--- config.mk ---
export PLATFORM = sky130hd
export DESIGN_NAME = unified_mem_arbiter
export DESIGN_NICKNAME = d
export VERILOG_FILES = /design/src/rtl/unified_mem_arbiter.sv
export SDC_FILE = /design/constraint.sdc
export NUM_CORES = 1
export LEC_CHECK = 0
export ABC_CLOCK_PERIOD_IN_PS = 1800
export BUFFER_PORTS_ARGS = -buffer_cell sky130_fd_sc_hd__buf_2
export CORE_MARGIN = 2
export CORE_UTILIZATION = 26
export CTS_CLUSTER_SIZE = 20
export DETAILED_ROUTE_END_ITERATION = 6
export HOLD_SLACK_MARGIN = 0.08
export PLACE_DENSITY = 0.58
export RECOVER_POWER = 25
export SLEW_MARGIN = 20
export SYNTH_ARGS = -nofsm -noshare
export SYNTH_HDL_FRONTEND = slang
export SYNTH_HIERARCHICAL = 1
export SYNTH_SLANG_ARGS = --single-unit
--- constraint.sdc ---
create_clock -name clk -period 1.8 [get_ports clk]
set_input_delay 0.18 -clock clk [delete_from_list [all_inputs] [get_ports clk]]
set_output_delay 0.18 -clock clk [all_outputs]
set_load 0.01 [all_outputs]
--- src/rtl/unified_mem_arbiter.sv ---
// Unified memory arbiter: shares one single-port memory between the
// instruction-fetch requester (I) and the load/store requester (D).
// Each access is issued, waits MEM_LATENCY cycles, and then completes
// with a one-cycle done pulse. Round-robin on ties, I first after reset.

package risc_pkg;
    typedef enum logic [1:0] {
        DMEM_BYTE = 2'd0,
        DMEM_HALF = 2'd1,
        DMEM_WORD = 2'd2
    } op_dmem_size;
endpackage

// Protocol checker: a requester must hold req while it owns the memory,
// and the two done pulses never coincide.
module unified_mem_arbiter_chk (
    input logic clk,
    input logic res_n,
    input logic busy,
    input logic own_i,
    input logic own_d,
    input logic i_req,
    input logic d_req,
    input logic i_done,
    input logic d_done
);
    a_i_req_held: assert property (@(posedge clk) disable iff (!res_n) (busy && own_i) |-> i_req);
    a_d_req_held: assert property (@(posedge clk) disable iff (!res_n) (busy && own_d) |-> d_req);
    a_done_excl:  assert property (@(posedge clk) disable iff (!res_n) !(i_done && d_done));
endmodule

module unified_mem_arbiter
    import risc_pkg::*;
#(
    parameter int ADDR_WIDTH  = 16,
    parameter int MEM_LATENCY = 1
) (
    input  logic                  clk,
    input  logic                  res_n,
    input  logic                  i_req,
    input  logic [ADDR_WIDTH-1:0] i_addr,
    output logic [31:0]           i_rdata,
    output logic                  i_done,
    input  logic                  d_req,
    input  logic                  d_wr,
    input  op_dmem_size           d_size,
    input  logic                  d_zero_ex,
    input  logic [ADDR_WIDTH-1:0] d_addr,
    input  logic [31:0]           d_wdata,
    output logic [31:0]           d_rdata,
    output logic                  d_done,
    output logic                  m_req,
    output logic                  m_wen,
    output op_dmem_size           m_size,
    output logic                  m_zero_ex,
    output logic [ADDR_WIDTH-1:0] m_addr,
    output logic [31:0]           m_wdata,
    input  logic [31:0]           m_rdata,
    output logic                  busy
);

    typedef enum logic {IDLE = 1'b0, ACCESS = 1'b1} state_t;
    typedef enum logic [1:0] {OWN_NONE = 2'd0, OWN_I = 2'd1, OWN_D = 2'd2} owner_t;

    localparam logic [3:0] LAT = 4'(MEM_LATENCY);

    state_t      state, state_nxt;
    owner_t      owner, owner_nxt;
    owner_t      last_owner, last_owner_nxt;
    logic [3:0]  cnt, cnt_nxt;
    logic        i_done_nxt, d_done_nxt, m_req_nxt;
    logic [31:0] i_rdata_nxt, d_rdata_nxt;
    logic        i_elig, d_elig, grant_i, grant_d;

    // A requester whose done is high this cycle still has req asserted; mask it
    // so the finished access is not granted a second time.
    assign i_elig  = i_req && !i_done;
    assign d_elig  = d_req && !d_done;
    assign grant_i = i_elig && (!d_elig || (last_owner == OWN_D));
    assign grant_d = d_elig && !grant_i;
    assign busy    = (state != IDLE);

    // Next-state, completion and response capture.
    always_comb begin
        state_nxt      = state;
        owner_nxt      = owner;
        last_owner_nxt = last_owner;
        cnt_nxt        = cnt;
        i_done_nxt     = 1'b0;
        d_done_nxt     = 1'b0;
        m_req_nxt      = 1'b0;
        i_rdata_nxt    = i_rdata;
        d_rdata_nxt    = d_rdata;
        case (state)
            IDLE: begin
                cnt_nxt = 4'd0;
                if (grant_i) begin
                    owner_nxt = OWN_I;
                    state_nxt = ACCESS;
                    m_req_nxt = 1'b1;
                end else if (grant_d) begin
                    owner_nxt = OWN_D;
                    state_nxt = ACCESS;
                    m_req_nxt = 1'b1;
                end else begin
                    owner_nxt = OWN_NONE;
                end
            end
            ACCESS: begin
                if (cnt == LAT) begin
                    state_nxt      = IDLE;
                    owner_nxt      = OWN_NONE;
                    last_owner_nxt = owner;
                    cnt_nxt        = 4'd0;
                    if (owner == OWN_D) begin
                        d_done_nxt  = 1'b1;
                        d_rdata_nxt = m_rdata;
                    end else begin
                        i_done_nxt  = 1'b1;
                        i_rdata_nxt = m_rdata;
                    end
                end else begin
                    cnt_nxt = cnt + 4'd1;
                end
            end
            default: begin
                state_nxt = IDLE;
                owner_nxt = OWN_NONE;
            end
        endcase
    end

    // Memory-side attributes follow the current owner's inputs during ACCESS.
    always_comb begin
        m_wen     = 1'b0;
        m_size    = DMEM_WORD;
        m_zero_ex = 1'b0;
        m_addr    = '0;
        m_wdata   = 32'd0;
        if (state == ACCESS) begin
            if (owner == OWN_D) begin
                m_wen     = d_wr;
                m_size    = d_size;
                m_zero_ex = d_zero_ex;
                m_addr    = d_addr;
                m_wdata   = d_wdata;
            end else begin
                m_addr    = i_addr;
            end
        end else begin
            m_wen = 1'b0;
        end
    end

    // State register with synchronous active-low reset; reset aborts any access.
    always_ff @(posedge clk) begin
        if (!res_n) begin
            state      <= IDLE;
            owner      <= OWN_NONE;
            last_owner <= OWN_D;
            cnt        <= 4'd0;
            i_done     <= 1'b0;
            d_done     <= 1'b0;
            i_rdata    <= 32'd0;
            d_rdata    <= 32'd0;
            m_req      <= 1'b0;
        end else begin
            state      <= state_nxt;
            owner      <= owner_nxt;
            last_owner <= last_owner_nxt;
            cnt        <= cnt_nxt;
            i_done     <= i_done_nxt;
            d_done     <= d_done_nxt;
            i_rdata    <= i_rdata_nxt;
            d_rdata    <= d_rdata_nxt;
            m_req      <= m_req_nxt;
        end
    end

    unified_mem_arbiter_chk u_chk (
        .clk    (clk),
        .res_n  (res_n),
        .busy   (busy),
        .own_i  (owner == OWN_I),
        .own_d  (owner == OWN_D),
        .i_req  (i_req),
        .d_req  (d_req),
        .i_done (i_done),
        .d_done (d_done)
    );

endmodule

==> impl_summary.txt <==
----------------------------------------------------
[Synth]
  Number of flops mapped to enable cells by yosys ... 0
  Main synth FF type ... dfxtp_1
  Cell types with the highest counts after synthesis ... nand2_1, dfxtp_1, mux2i_1
  Netlist area before placement ... 0.00352 mm²
  Main combinational cell family by area after synthesis ... simple AND/OR/NAND/NOR gates
  Mean instance size in the synthesized netlist ... ~9.1 µm²
  Number of library cell types mapped by synthesis ... 27
  Synth Instances ... 389
  Syn Nets ... 495
  Fraction of synthesized cell area taken by the top area cell type ... 0.432
  Simple-gate portion of the synthesized area ... 0.239
  Number of register bits inferred by synthesis ... 76
  Warnings from Yosys ... 6
  Most common cell in the synthesized netlist ... nand2_1
  Share of the yosys chip area belonging to registers ... 0.432
  Multiplexer share of the synthesized area ... 0.188
  Synth Area in Adders ... 0.00711
  Area leader, netlist ... dfxtp_1
  Post-synthesis share of cell area spent on xor and xnor gates ... 0.00498
  Synth Area in Compound Gates ... 0.0490
  Proportion of synthesized flip-flops having asynchronous set or reset ... 0
  Main area contributors after synthesis ... dfxtp_1, mux2i_1, nand2_1, and3_1, buf_12

[Placed design]
  Routability congestion estimate from global placement ... roughly 0.80
  Half-perimeter wire length of the detailed placement result ... 7910 µm
  Number of port buffers ... 223
  Placed insts ... 765
  Placement Setup Slack ... 188 ps

[Setup path]
  Cells on worst reg2reg path ... 6
  Critical path buffers and inverters ... 2
  Crit Path Class ... reg2out
  Reg-to-reg critical path endpoint ... d_rdata[18]$_SDFFE_PN0P_
  Gate family responsible for the most delay along the worst path ... buffers and inverters
  Kind of end point of the critical path ... primary output
  Flop-to-flop setup slack ... ~210 ps
  CP Data Arrival Time ... roughly 1500 ps
  Worst endpoint required time ... 1620 ps
  Max FO, Critical Path ... 14
  Startpoint types ... register
  Slowest stage cell on the critical path ... dfxtp_2
  Highest cell delay on the worst timing path ... 370 ps
  R2R Path Start ... cnt[1]$_SDFF_PP0_
  Crit path cell chain ... nand2b_1 -> buf_4 -> nand2_1 -> a21boi_1 -> buf_2

[Route]
  Routed wire length ... between 10000 and 15000 µm
  Router iterations before antenna repair ... 5
  Met1 Wirelength ... 4010 µm
  Highest signal layer in the routed design ... met4
  Count of routing violations after the opening detailed-route iteration ... 89
  Vias after detailed routing ... 3369
  Avg Vias per Cell ... 4.29
  Number of routed nets with antenna violations ... 0
  Routed wire per std cell ... 13.4 µm
  Detailed route wirelength on metal3 ... 981 µm
  Post-route DRC ... 0
  Metal2 WL ... 5400 µm

[STA]
  Min Tclk post-route ... roughly 1700 ps
  Max Freq ... 594 MHz
  Fin Setup TNS ... 0 ps
  Final Skew ... 4.82 ps
  Relative slew margins ... 0.753
  Period Utilization, post-route ... 0.935
  Number of setup violations in the final report ... 0
  Least-Margin Pin Slew ... 370 ps
  Unrepaired setup endpoints after global routing ... false
  Final hold violation count ... 0
  Max-slew violations ... 0
  PnR worst setup slack ... 117 ps

[CTS]
  Clock H-tree levels ... 3
  TritonCTS clock tree ... yes
  Buffer cell driving the clock tree root ... clkbuf_16
  Inserted Clock Buffers ... 9
  Clock Path Buffers ... 2
  Count of clock tree sinks ... 76
  Clock latency on the worst-skew pair ... 320 ps
  Post-CTS clock slew at the launch and capture registers of the worst setup and hold paths ... 60 ps

[Power]
  Leakage power of the design ... 0.00286 µW
  NetSw ... 1040 µW
  Combinational share of power ... 0.151
  Cell-internal power ... 3260 µW
  Clock share of power ... 0.438
  Sequential group share of total power ... 0.411
  Largest vdd supply drop ... 0.000374 V
  Fraction of power spent switching nets ... 0.243
  Cell Pwr Density ... 859 mW/mm²

[Finish]
  Synth-to-layout area growth ... 42.4%
  Fraction of layout cells with a size suffix above 1 ... 0.347
  Final instance count without filler cells ... 785
  Total Nets Final ... 709

[Die]
  Std-Cell Core Area ... around 0.013 mm²
  Starting density of the core ... 0.266
  Number of top-level pins ... 224
  X dimension of the die ... between 100 and 150 µm
  Vertical die dimension ... 120 µm
  Number of placement rows ... 42
  Die Footprint ... 0.0145 mm²

[GRT]
  GRT Total Usage ... 0.138
  First-pass GRT wire length ... 15900 µm
  Number of global-route vias before repair ... around 3200
  Remaining Overflow, GRT ... 0
  Pin count of the biggest net entering global routing ... 59
  Initial antenna violation count ... 1

[Min path]
  Worst min-delay path class ... in2reg
  Hold path endpoint ... i_rdata[1]$_SDFFE_PN0P_
  Origin of the worst min-delay path ... m_rdata[1]
  Hold path cells ... 3

[Flow run]
  Max cap viols ... 0

[Status]
  Run status ... finished clean

----------------------------------------------------
[final cells by class]
class                   instances  area (µm²)
repair buffers                235        1190
well taps                     176         220
inverters                       6        22.5
flip-flops and latches         76        1520
fillers                      1416        8230
diodes                          1        2.50
clock inverters                 3        42.5
clock buffers                  13         280
multi-input cells             275        1730
[sequential cells by signal, summed over array words and instances (netlist names)]
| name | count |
|---|---|
| i_rdata | 32 |
| d_rdata | 32 |
| m_req | 1 |
| busy | 1 |
| owner | 2 |
| i_done | 1 |
| last_owner | 2 |
| d_done | 1 |
| cnt | 4 |
[worst reg2reg max path: stages (launching register included)]
cell and delay, ps:
dfxtp_1 350, inv_1 50, ha_1 180, and4bb_1 180, buf_4 180, nand2_8 300
mux2i_1 270
[power groups by stage]
stage / sequential (µW) / clock, µW / combinational, µW
2_1_floorplan: 1810 / 0 / 376
3_5_place_dp: 1800 / 0 / 658
6_report: 1770 / 1890 / 650
3_3_place_gp: 1800 / 0 / 645
4_1_cts: 1770 / 1950 / 662
5_1_grt: 1770 / 2030 / 718
[routing by layer]
layer	vias up	GRT usage
met1	1526	0.148
li1	1700	-
met5	-	0
met2	135	0.252
met3	8	0.0481
met4	0	0.0400
[cells by family after synthesis]
family | after synthesis
buffers and inverters | 38
AOI/OAI and AO/OA | 21
DFF | 76
xor gates and xnor gates | 2
muxes | 66
adders and majority gates | 2
and+or+nand+nor | 184
[layout by cell type (no fill, tap or decap), types with 6 or more instances in the layout]
cell | netlist | final
clkbuf_16 | 0 | 9
buf_2 | 5 | 174
clkbuf_1 | 17 | 49
nand2_1 | 131 | 131
inv_1 | 6 | 6
buf_4 | 0 | 8
and3_1 | 35 | 35
dfxtp_1 | 76 | 74
nor2_1 | 7 | 7
a21boi_1 | 15 | 15
mux2i_1 | 66 | 66
[metrics by stage]
| stage | hold slack (ps) | util | power (µW) | instance area [µm²] |
|---|---|---|---|---|
| 2_1_floorplan | 341 | - | 2190 | 3520 |
| 3_3_place_gp | 444 | 0.357 | 2450 | 4720 |
| 3_5_place_dp | 454 | 0.357 | 2460 | 4720 |
| 4_1_cts | 107 | 0.382 | 4370 | 5050 |
| 5_1_grt | 118 | 0.378 | 4520 | 5010 |
| 6_report | 122 | 0.378 | 4300 | 5010 |
[how the worst max path moves through the flow]
stage	start	endpoint	slack [ps]	cells past startpoint
after floorplan	cnt[1]$_SDFF_PP0_	d_rdata[0]$_SDFFE_PN0P_	460	7
after global placement	cnt[1]$_SDFF_PP0_	d_rdata[27]$_SDFFE_PN0P_	250	6
after detailed placement	cnt[1]$_SDFF_PP0_	d_rdata[30]$_SDFFE_PN0P_	190	6
after CTS	owner[0]$_SDFFE_PN0P_	m_addr[12]	4	5
after global routing	owner[0]$_SDFFE_PN0P_	m_addr[12]	30	5
final	owner[0]$_SDFFE_PN0P_	m_addr[12]	120	5
[repair_timing]
item	CTS	global route
hold endpoints to repair	0	0
buffers inserted	1	2
gates resized for setup	0	2
hold buffers	0	0
pin swaps	0	0
setup endpoints to repair	3	15
(Power assumes the default switching activity.)
